<file path="src/rtl/boot_mode_ctrl_if.sv">
`default_nettype none
// +----------------------------------------------------------------------------+
// | Module      : boot_mode_ctrl_if                                            |
// | Description : Peripheral register bus used by boot_mode_ctrl.              |
// |               ren/wen   - read / write strobes (one cycle each)            |
// |               raddr     - word index of the register being read            |
// |               waddr     - word index of the register being written         |
// |               wdata     - write data                                       |
// |               rdata     - registered read data, valid the cycle after ren  |
// | Revision    : 1.0 - initial release                                        |
// +----------------------------------------------------------------------------+
interface boot_mode_ctrl_if;
  logic        ren;
  logic        wen;
  logic [1:0]  raddr;
  logic [1:0]  waddr;
  logic [31:0] wdata;
  logic [31:0] rdata;

  modport master (
    output ren, wen, raddr, waddr, wdata,
    input  rdata
  );

  modport slave (
    input  ren, wen, raddr, waddr, wdata,
    output rdata
  );
endinterface
`default_nettype wire

</file>
<file path="src/rtl/boot_mode_ctrl.sv">
`default_nettype none
// +----------------------------------------------------------------------------+
// | Module      : boot_mode_ctrl                                               |
// | Description : Boot / download controller. Selects which of NUM_IMAGES      |
// |               instruction sources feeds the core (image 0 = bootloader),   |
// |               runs an armed switch sequence that holds the core's PC in    |
// |               reset for SWITCH_DELAY cycles, optional auto-boot to image 1,|
// |               error flag, and an auto-incrementing string ROM reader.      |
// | Ports       : hb_clk, rst_n    - clock, async active-low reset             |
// |               bus              - register bus (slave modport)              |
// |               instr_in         - flattened instruction words, 32 per image |
// |               instruction      - selected instruction (comb. mux)          |
// |               pc_rst_req       - high while a switch is armed              |
// |               cur_image        - active image index                        |
// |               download_mode    - strap input, reported in STATUS           |
// |               str_addr/str_data- external combinational string ROM        |
// | Registers   : 0 CTRL/STATUS, 1 STR_ADDR, 2 STR_DATA, 3 AUTOBOOT            |
// | Revision    : 1.0 - initial release                                        |
// +----------------------------------------------------------------------------+
module boot_mode_ctrl #(
  parameter int         NUM_IMAGES      = 2,
  parameter int         STR_AW          = 6,
  parameter int         SWITCH_DELAY    = 1,
  parameter int         AUTOBOOT_CYCLES = 0,
  parameter logic [7:0] SWITCH_KEY      = 8'hF0
) (
  input  wire logic                      hb_clk,
  input  wire logic                      rst_n,
  boot_mode_ctrl_if.slave                bus,
  input  wire logic [32*NUM_IMAGES-1:0]  instr_in,
  output logic      [31:0]               instruction,
  output logic                           pc_rst_req,
  output logic      [3:0]                cur_image,
  input  wire logic                      download_mode,
  output logic      [STR_AW-1:0]         str_addr,
  input  wire logic [7:0]                str_data
);

  localparam int c_AB_W  = (AUTOBOOT_CYCLES > 1) ? $clog2(AUTOBOOT_CYCLES + 1) : 1;
  localparam int c_DLY_W = (SWITCH_DELAY > 1) ? $clog2(SWITCH_DELAY + 1) : 1;

  typedef enum logic [1:0] {
    ST_BOOT  = 2'd0,
    ST_ARMED = 2'd1,
    ST_RUN   = 2'd2
  } state_t;

  state_t              r_state;
  state_t              w_state_nxt;
  logic [3:0]          r_target;
  logic [3:0]          r_cur_image;
  logic [c_DLY_W-1:0]  r_dly_cnt;
  logic [c_AB_W-1:0]   r_ab_cnt;
  logic                r_ab_en;
  logic                r_err;
  logic [STR_AW-1:0]   r_str_ptr;
  logic [31:0]         r_rdata;

  logic                w_arm;
  logic [3:0]          w_arm_tgt;
  logic                w_err_set;
  logic [31:0]         w_rdata_nxt;

  // Only the key and target fields of wdata are decoded.
  wire w_unused_wdata = &{1'b0, bus.wdata};

  wire       w_ctrl_wr  = bus.wen && (bus.waddr == 2'd0);
  wire       w_str_wr   = bus.wen && (bus.waddr == 2'd1);
  wire       w_ab_wr    = bus.wen && (bus.waddr == 2'd3);
  wire       w_stat_rd  = bus.ren && (bus.raddr == 2'd0);
  wire       w_str_rd   = bus.ren && (bus.raddr == 2'd2);
  wire       w_key_ok   = (bus.wdata[7:0] == SWITCH_KEY);
  wire [3:0] w_tgt      = bus.wdata[11:8];
  wire       w_tgt_lt_n = ({1'b0, w_tgt} < 5'(NUM_IMAGES));

  // Fires on the edge where the countdown goes 1 -> 0, so ARMED is entered on
  // the same edge the count expires. An AUTOBOOT write in that cycle wins.
  wire w_ab_dec  = (r_state == ST_BOOT) && r_ab_en && !download_mode &&
                   (r_ab_cnt != '0);
  wire w_ab_fire = w_ab_dec && (r_ab_cnt == c_AB_W'(1)) && !w_ab_wr;

  always_comb begin
    w_state_nxt = r_state;
    w_arm       = 1'b0;
    w_arm_tgt   = r_target;
    w_err_set   = 1'b0;
    unique case (r_state)
      ST_BOOT: begin
        // The bootloader cannot re-select itself, so target 0 is invalid here.
        if (w_ctrl_wr && w_key_ok && w_tgt_lt_n && (w_tgt != 4'd0)) begin
          w_arm     = 1'b1;
          w_arm_tgt = w_tgt;
        end else if (w_ab_fire) begin
          w_arm     = 1'b1;
          w_arm_tgt = 4'd1;
        end
        if (w_ctrl_wr && w_key_ok && (!w_tgt_lt_n || (w_tgt == 4'd0)))
          w_err_set = 1'b1;
      end
      ST_ARMED: begin
        // Control writes are ignored until the switch completes.
        if (r_dly_cnt <= c_DLY_W'(1))
          w_state_nxt = ST_RUN;
      end
      ST_RUN: begin
        if (w_ctrl_wr && w_key_ok) begin
          if (w_tgt_lt_n) begin
            w_arm     = 1'b1;
            w_arm_tgt = w_tgt;
          end else begin
            w_err_set = 1'b1;
          end
        end
      end
      default: w_state_nxt = ST_BOOT;
    endcase
    if (w_arm)
      w_state_nxt = ST_ARMED;
  end

  always_comb begin
    w_rdata_nxt = 32'd0;
    case (bus.raddr)
      2'd0: w_rdata_nxt = {16'd0, r_err, 5'd0, r_state, r_cur_image, 3'd0, download_mode};
      2'd2: w_rdata_nxt = {24'd0, str_data};
      2'd3: w_rdata_nxt = 32'(r_ab_cnt);
      default: w_rdata_nxt = 32'd0;
    endcase
  end

  always_ff @(posedge hb_clk or negedge rst_n) begin
    if (!rst_n) begin
      r_state     <= ST_BOOT;
      r_target    <= 4'd0;
      r_cur_image <= 4'd0;
      r_dly_cnt   <= '0;
      r_ab_cnt    <= c_AB_W'(AUTOBOOT_CYCLES);
      r_ab_en     <= (AUTOBOOT_CYCLES != 0);
      r_err       <= 1'b0;
      r_str_ptr   <= '0;
      r_rdata     <= 32'd0;
    end else begin
      r_state <= w_state_nxt;

      if (w_arm) begin
        r_target  <= w_arm_tgt;
        r_dly_cnt <= c_DLY_W'(SWITCH_DELAY);
      end else if ((r_state == ST_ARMED) && (r_dly_cnt != '0)) begin
        r_dly_cnt <= r_dly_cnt - c_DLY_W'(1);
      end

      if ((r_state == ST_ARMED) && (w_state_nxt == ST_RUN))
        r_cur_image <= r_target;

      if (w_ab_wr) begin
        r_ab_cnt <= '0;
        r_ab_en  <= 1'b0;
      end else if (w_ab_dec) begin
        r_ab_cnt <= r_ab_cnt - c_AB_W'(1);
      end

      // A new error in the same cycle as a status read must not be lost.
      if (w_err_set)
        r_err <= 1'b1;
      else if (w_stat_rd)
        r_err <= 1'b0;

      // An address write overrides the post-increment of a concurrent read.
      if (w_str_wr)
        r_str_ptr <= bus.wdata[STR_AW-1:0];
      else if (w_str_rd)
        r_str_ptr <= r_str_ptr + STR_AW'(1);

      if (bus.ren)
        r_rdata <= w_rdata_nxt;
    end
  end

  always_comb begin
    instruction = instr_in[31:0];
    for (int k = 0; k < NUM_IMAGES; k++) begin
      if (r_cur_image == 4'(k))
        instruction = instr_in[32*k +: 32];
    end
  end

  // Bypass so a combinational ROM presents the new byte in the write cycle.
  assign str_addr   = w_str_wr ? bus.wdata[STR_AW-1:0] : r_str_ptr;
  assign pc_rst_req = (r_state == ST_ARMED);
  assign cur_image  = r_cur_image;
  assign bus.rdata  = r_rdata;

endmodule
`default_nettype wire

</file>
<file path="src/flat_wrapper.sv">
// flat-port wrapper written by rule: the top's interface ports become plain ports
module boot_mode_ctrl_flat 
#(
  parameter int         NUM_IMAGES      = 2,
  parameter int         STR_AW          = 6,
  parameter int         SWITCH_DELAY    = 1,
  parameter int         AUTOBOOT_CYCLES = 0,
  parameter logic [7:0] SWITCH_KEY      = 8'hF0
)
  (hb_clk, rst_n, instr_in, instruction, pc_rst_req, cur_image, download_mode, str_addr, str_data, bus_ren, bus_wen, bus_raddr, bus_waddr, bus_wdata, bus_rdata);
  boot_mode_ctrl_if bus_i ();
  input  wire logic hb_clk;
  input  wire logic rst_n;
  input  wire logic [32*NUM_IMAGES-1:0] instr_in;
  output logic      [31:0] instruction;
  output logic pc_rst_req;
  output logic      [3:0] cur_image;
  input  wire logic download_mode;
  output logic      [STR_AW-1:0] str_addr;
  input  wire logic [7:0] str_data;
  input wire logic [$bits(bus_i.ren)-1:0] bus_ren;
  input wire logic [$bits(bus_i.wen)-1:0] bus_wen;
  input wire logic [$bits(bus_i.raddr)-1:0] bus_raddr;
  input wire logic [$bits(bus_i.waddr)-1:0] bus_waddr;
  input wire logic [$bits(bus_i.wdata)-1:0] bus_wdata;
  output wire logic [$bits(bus_i.rdata)-1:0] bus_rdata;
  assign bus_i.ren = bus_ren;
  assign bus_i.wen = bus_wen;
  assign bus_i.raddr = bus_raddr;
  assign bus_i.waddr = bus_waddr;
  assign bus_i.wdata = bus_wdata;
  assign bus_rdata = bus_i.rdata;
  boot_mode_ctrl #(.NUM_IMAGES(NUM_IMAGES), .STR_AW(STR_AW), .SWITCH_DELAY(SWITCH_DELAY), .AUTOBOOT_CYCLES(AUTOBOOT_CYCLES), .SWITCH_KEY(SWITCH_KEY)) u_core (.hb_clk(hb_clk), .rst_n(rst_n), .bus(bus_i), .instr_in(instr_in), .instruction(instruction), .pc_rst_req(pc_rst_req), .cur_image(cur_image), .download_mode(download_mode), .str_addr(str_addr), .str_data(str_data));
endmodule
</file>
<file path="config.mk">
export PLATFORM = sky130hd
export DESIGN_NAME = boot_mode_ctrl_flat
export DESIGN_NICKNAME = d
export VERILOG_FILES = /design/src/rtl/boot_mode_ctrl_if.sv /design/src/rtl/boot_mode_ctrl.sv /design/src/flat_wrapper.sv
export SDC_FILE = /design/constraint.sdc
export NUM_CORES = 1
export LEC_CHECK = 0
export ABC_AREA = 1
export CORE_MARGIN = 2
export CORE_UTILIZATION = 35
export CTS_BUF_LIST = sky130_fd_sc_hd__clkbuf_4 sky130_fd_sc_hd__clkbuf_8
export CTS_CLUSTER_SIZE = 30
export DETAILED_ROUTE_END_ITERATION = 16
export PLACE_DENSITY = 0.93
export SLEW_MARGIN = 20
export SYNTH_ARGS = -nofsm -noshare
export SYNTH_HDL_FRONTEND = slang
export SYNTH_SLANG_ARGS = --single-unit
</file>
<file path="constraint.sdc">
create_clock -name hb_clk -period 4.38 [get_ports hb_clk]
set_clock_uncertainty 0.05 [all_clocks]
set_input_delay 0.438 -clock hb_clk [delete_from_list [all_inputs] [get_ports hb_clk]]
set_output_delay 0.438 -clock hb_clk [all_outputs]
set_load 0.01 [all_outputs]
</file>
==> impl_results.md <==
- Run status: finished, final reports clean
- GP Congestion: just over 0.9
- Setup WS pre-CTS: around 1700 ps
- Post-Route WL: roughly 7000 um
- Post-CTS Setup Inserts: 0
- Die area: 6830 um^2
- Largest net degree at the start of global routing: 33
- Slew Limit Fails: 0
- Post-Synthesis Cell Area: 2170 um^2
- Slew @ Worst Pin: between 800 and 900 ps
- Register area share after synthesis: 0.324
- CP Data Required Time: 3890 ps
- Resized cells post-CTS: 0
- Sum Neg Setup Slack: 0 ps
- Multi-input logic area: about 1200 um^2
- CTS clk-pin slew, worst paths: approximately 90 ps
- Period minus WS final: 3010 ps
- FF+latch area: between 700 and 800 um^2
- Worst setup EP type: output port
- Post-Synth Simple-Gate Area: 0.176
- Post-synth top cells: nand2_1 (51), inv_1 (34), mux2_4 (30)
- RSZ-0062 raised after global routing: no
- Starting Density: 0.364
- Max VDD drop: 0.000185 V
- Nets: around 510
- PD cells: 212 nW/um^2
- Crit share post-route: 0.687
- Most common cell in the netlist: nand2_1
- Vias in the first global route: 2,019
- Via Count: between 2,000 and 2,500
- Unique masters post-synth: 32
- Drt first-iter violations: 100
- Maximum buffer depth of the clock tree: 2
- Dpl hpwl: 5910 um
- Hold Buf Count CTS: 0
- Crit Path Category: register to output port
- Core area: a little under 6000 um^2
- Post-DR wirelength/cell: about 15 um
- Post-synthesis register bit count: 28
- Top-area cell type share of the netlist area: 0.324
- First-pass GRT wire length: between 9000 and 10,000 um
- Async SR Flop Fraction: 1.00
- Yosys top cell by area: dfrtp_1
- Compound-Gate Fraction of Synth Area: 0.0913
- CTS sink count: 28
- F_max: between 300 and 400 MHz
- Final setup vio count: 0
- Adder-cell share of the synthesized area: 0.0289
- Final antenna-violating net count: 0
- Largest family of logic cells by synthesized area: multiplexers
- Antenna violations before repair: 0
- Max cap viols: 0
- Die Span X: around 83 um
- Slew HR: 0.455
- CTS buffer count: 3
- Grt ovf: 0
- Vias per cell: 4.71
- Syn_area_per_cell: slightly below 9 um^2
- Row count: 28
- DR pass1 iterations: 4
- CTS tree: built
- Final worst slack: approximately 1400 ps
- Fin. Hold Viols: 0
- CP Max Fanout: 32
- Share of cells above drive strength 1: 0.119
- Tot GR Track Use: 0.189
- Antenna Cells: 0
- Root buffer cell: clkbuf_8
- Hold Crit Class: register to register
- Die Height: between 80 and 90 um
- Post-synth EDFFs: 0
- Leak: around 1.7 nW
- DR DRC count: 0
- Post-Synthesis Cells: roughly 240
- H-tree lvl count: 1
- Predominant post-synthesis flop cell: dfrtp_1
- XOR/XNOR Fraction of Synth Area: 0
- Top cells by area, synth: dfrtp_1 (32%), mux2_4 (21%), nand2_1 (8.8%), buf_4 (7.3%), inv_1 (5.9%)
- Skew-Pair Late Insertion Delay: around 270 ps
- Fillers: 504
- Port Buffers: 146
- Multiplexer share of the synthesized area: 0.218
- Warnings, synthesis: 0
- CP arrival: roughly 2500 ps
- Io pins: ~190
- Critical path launch point type: register
- Area Overhead vs Synth: 68.4%
## sequential cells by signal, indices dropped and copies added (netlist names)
register	flops
u_core.r_str_ptr	6
u_core.r_err	1
u_core.r_state	2
u_core.r_target	4
u_core.bus.rdata	11
u_core.cur_image	4
## worst paths after layout
path / from / to / slack, ps / depth (start not counted)
max reg2reg: u_core.r_state[0] / u_core.r_target[1] / 2730 / 8
min reg2reg: u_core.r_target[0] / u_core.r_target[0] / 430 / 2
min in group asynchronous: rst_n / u_core.r_str_ptr[5] / 480 / 2
min: u_core.r_target[0] / u_core.r_target[0] / 430 / 2
max in group asynchronous: rst_n / u_core.bus.rdata[4] / 3530 / 2
max: u_core.cur_image[2] / instruction[24] / 1370 / 4
## critical path, cell delays in order (launching register included)
cell and delay [ps]:
dfrtp_1 390, inv_1 140, nand4_4 630, mux2_4 540, clkdlybuf4s50_1 520
## cells by family (layout without fill, tap and decap cells)
group / count (synthesis) / in the layout
fa+ha+maj: 5 / 5
compound gates: 32 / 32
mux: 32 / 32
simple gates: 83 / 83
buf+inv: 63 / 187
other cells: 1 / 21
flops: 28 / 28
## report_power, final
group	switching [W]	internal (W)	leakage (nW)
Sequential	0.0000210	0.000282	0.363
Combinational	0.000127	0.000184	1.34
Clock	0.0000777	0.0000804	0.0288
Total	0.000226	0.000546	1.73
## layout by cell type (no fill, tap or decap), drive strengths merged, types with 4 or more instances in the layout
cell type,count
clkbuf,4
o211ai,6
conb,21
mux2,32
clkdlybuf4s50,146
ha,5
dfrtp,28
inv,36
nand3,8
o21ai,15
nand4,6
nand2,52
nor2,14
## layer usage
metal  up-vias  routed length [um]  track usage
met5         -                   0            0
met4         0                 208       0.0836
met3        14                 627       0.0413
met2       103                3620        0.319
met1      1018                2680        0.230
li1       1045                   -            -
## area by class of cell
class / count / area share
repair buffers: 147 / 0.403
multi-input cells: 173 / 0.327
flip-flops and latches: 28 / 0.192
inverters: 36 / 0.0370
well taps: 75 / 0.0257
clock buffers: 4 / 0.0151
## stage by stage
stage	std cells	area (um^2)	hold WS (ps)	utilization	total power, W
finish	463	3650	430	0.612	0.000772
CTS	463	3650	435	0.612	0.000770
floorplan	264	2240	92.4	-	0.000441
global placement	459	3590	408	0.603	0.000604
global route	463	3650	483	0.612	0.000814
detailed placement	459	3590	413	0.603	0.000616
Note: power is estimated with default switching activity, not from simulation.
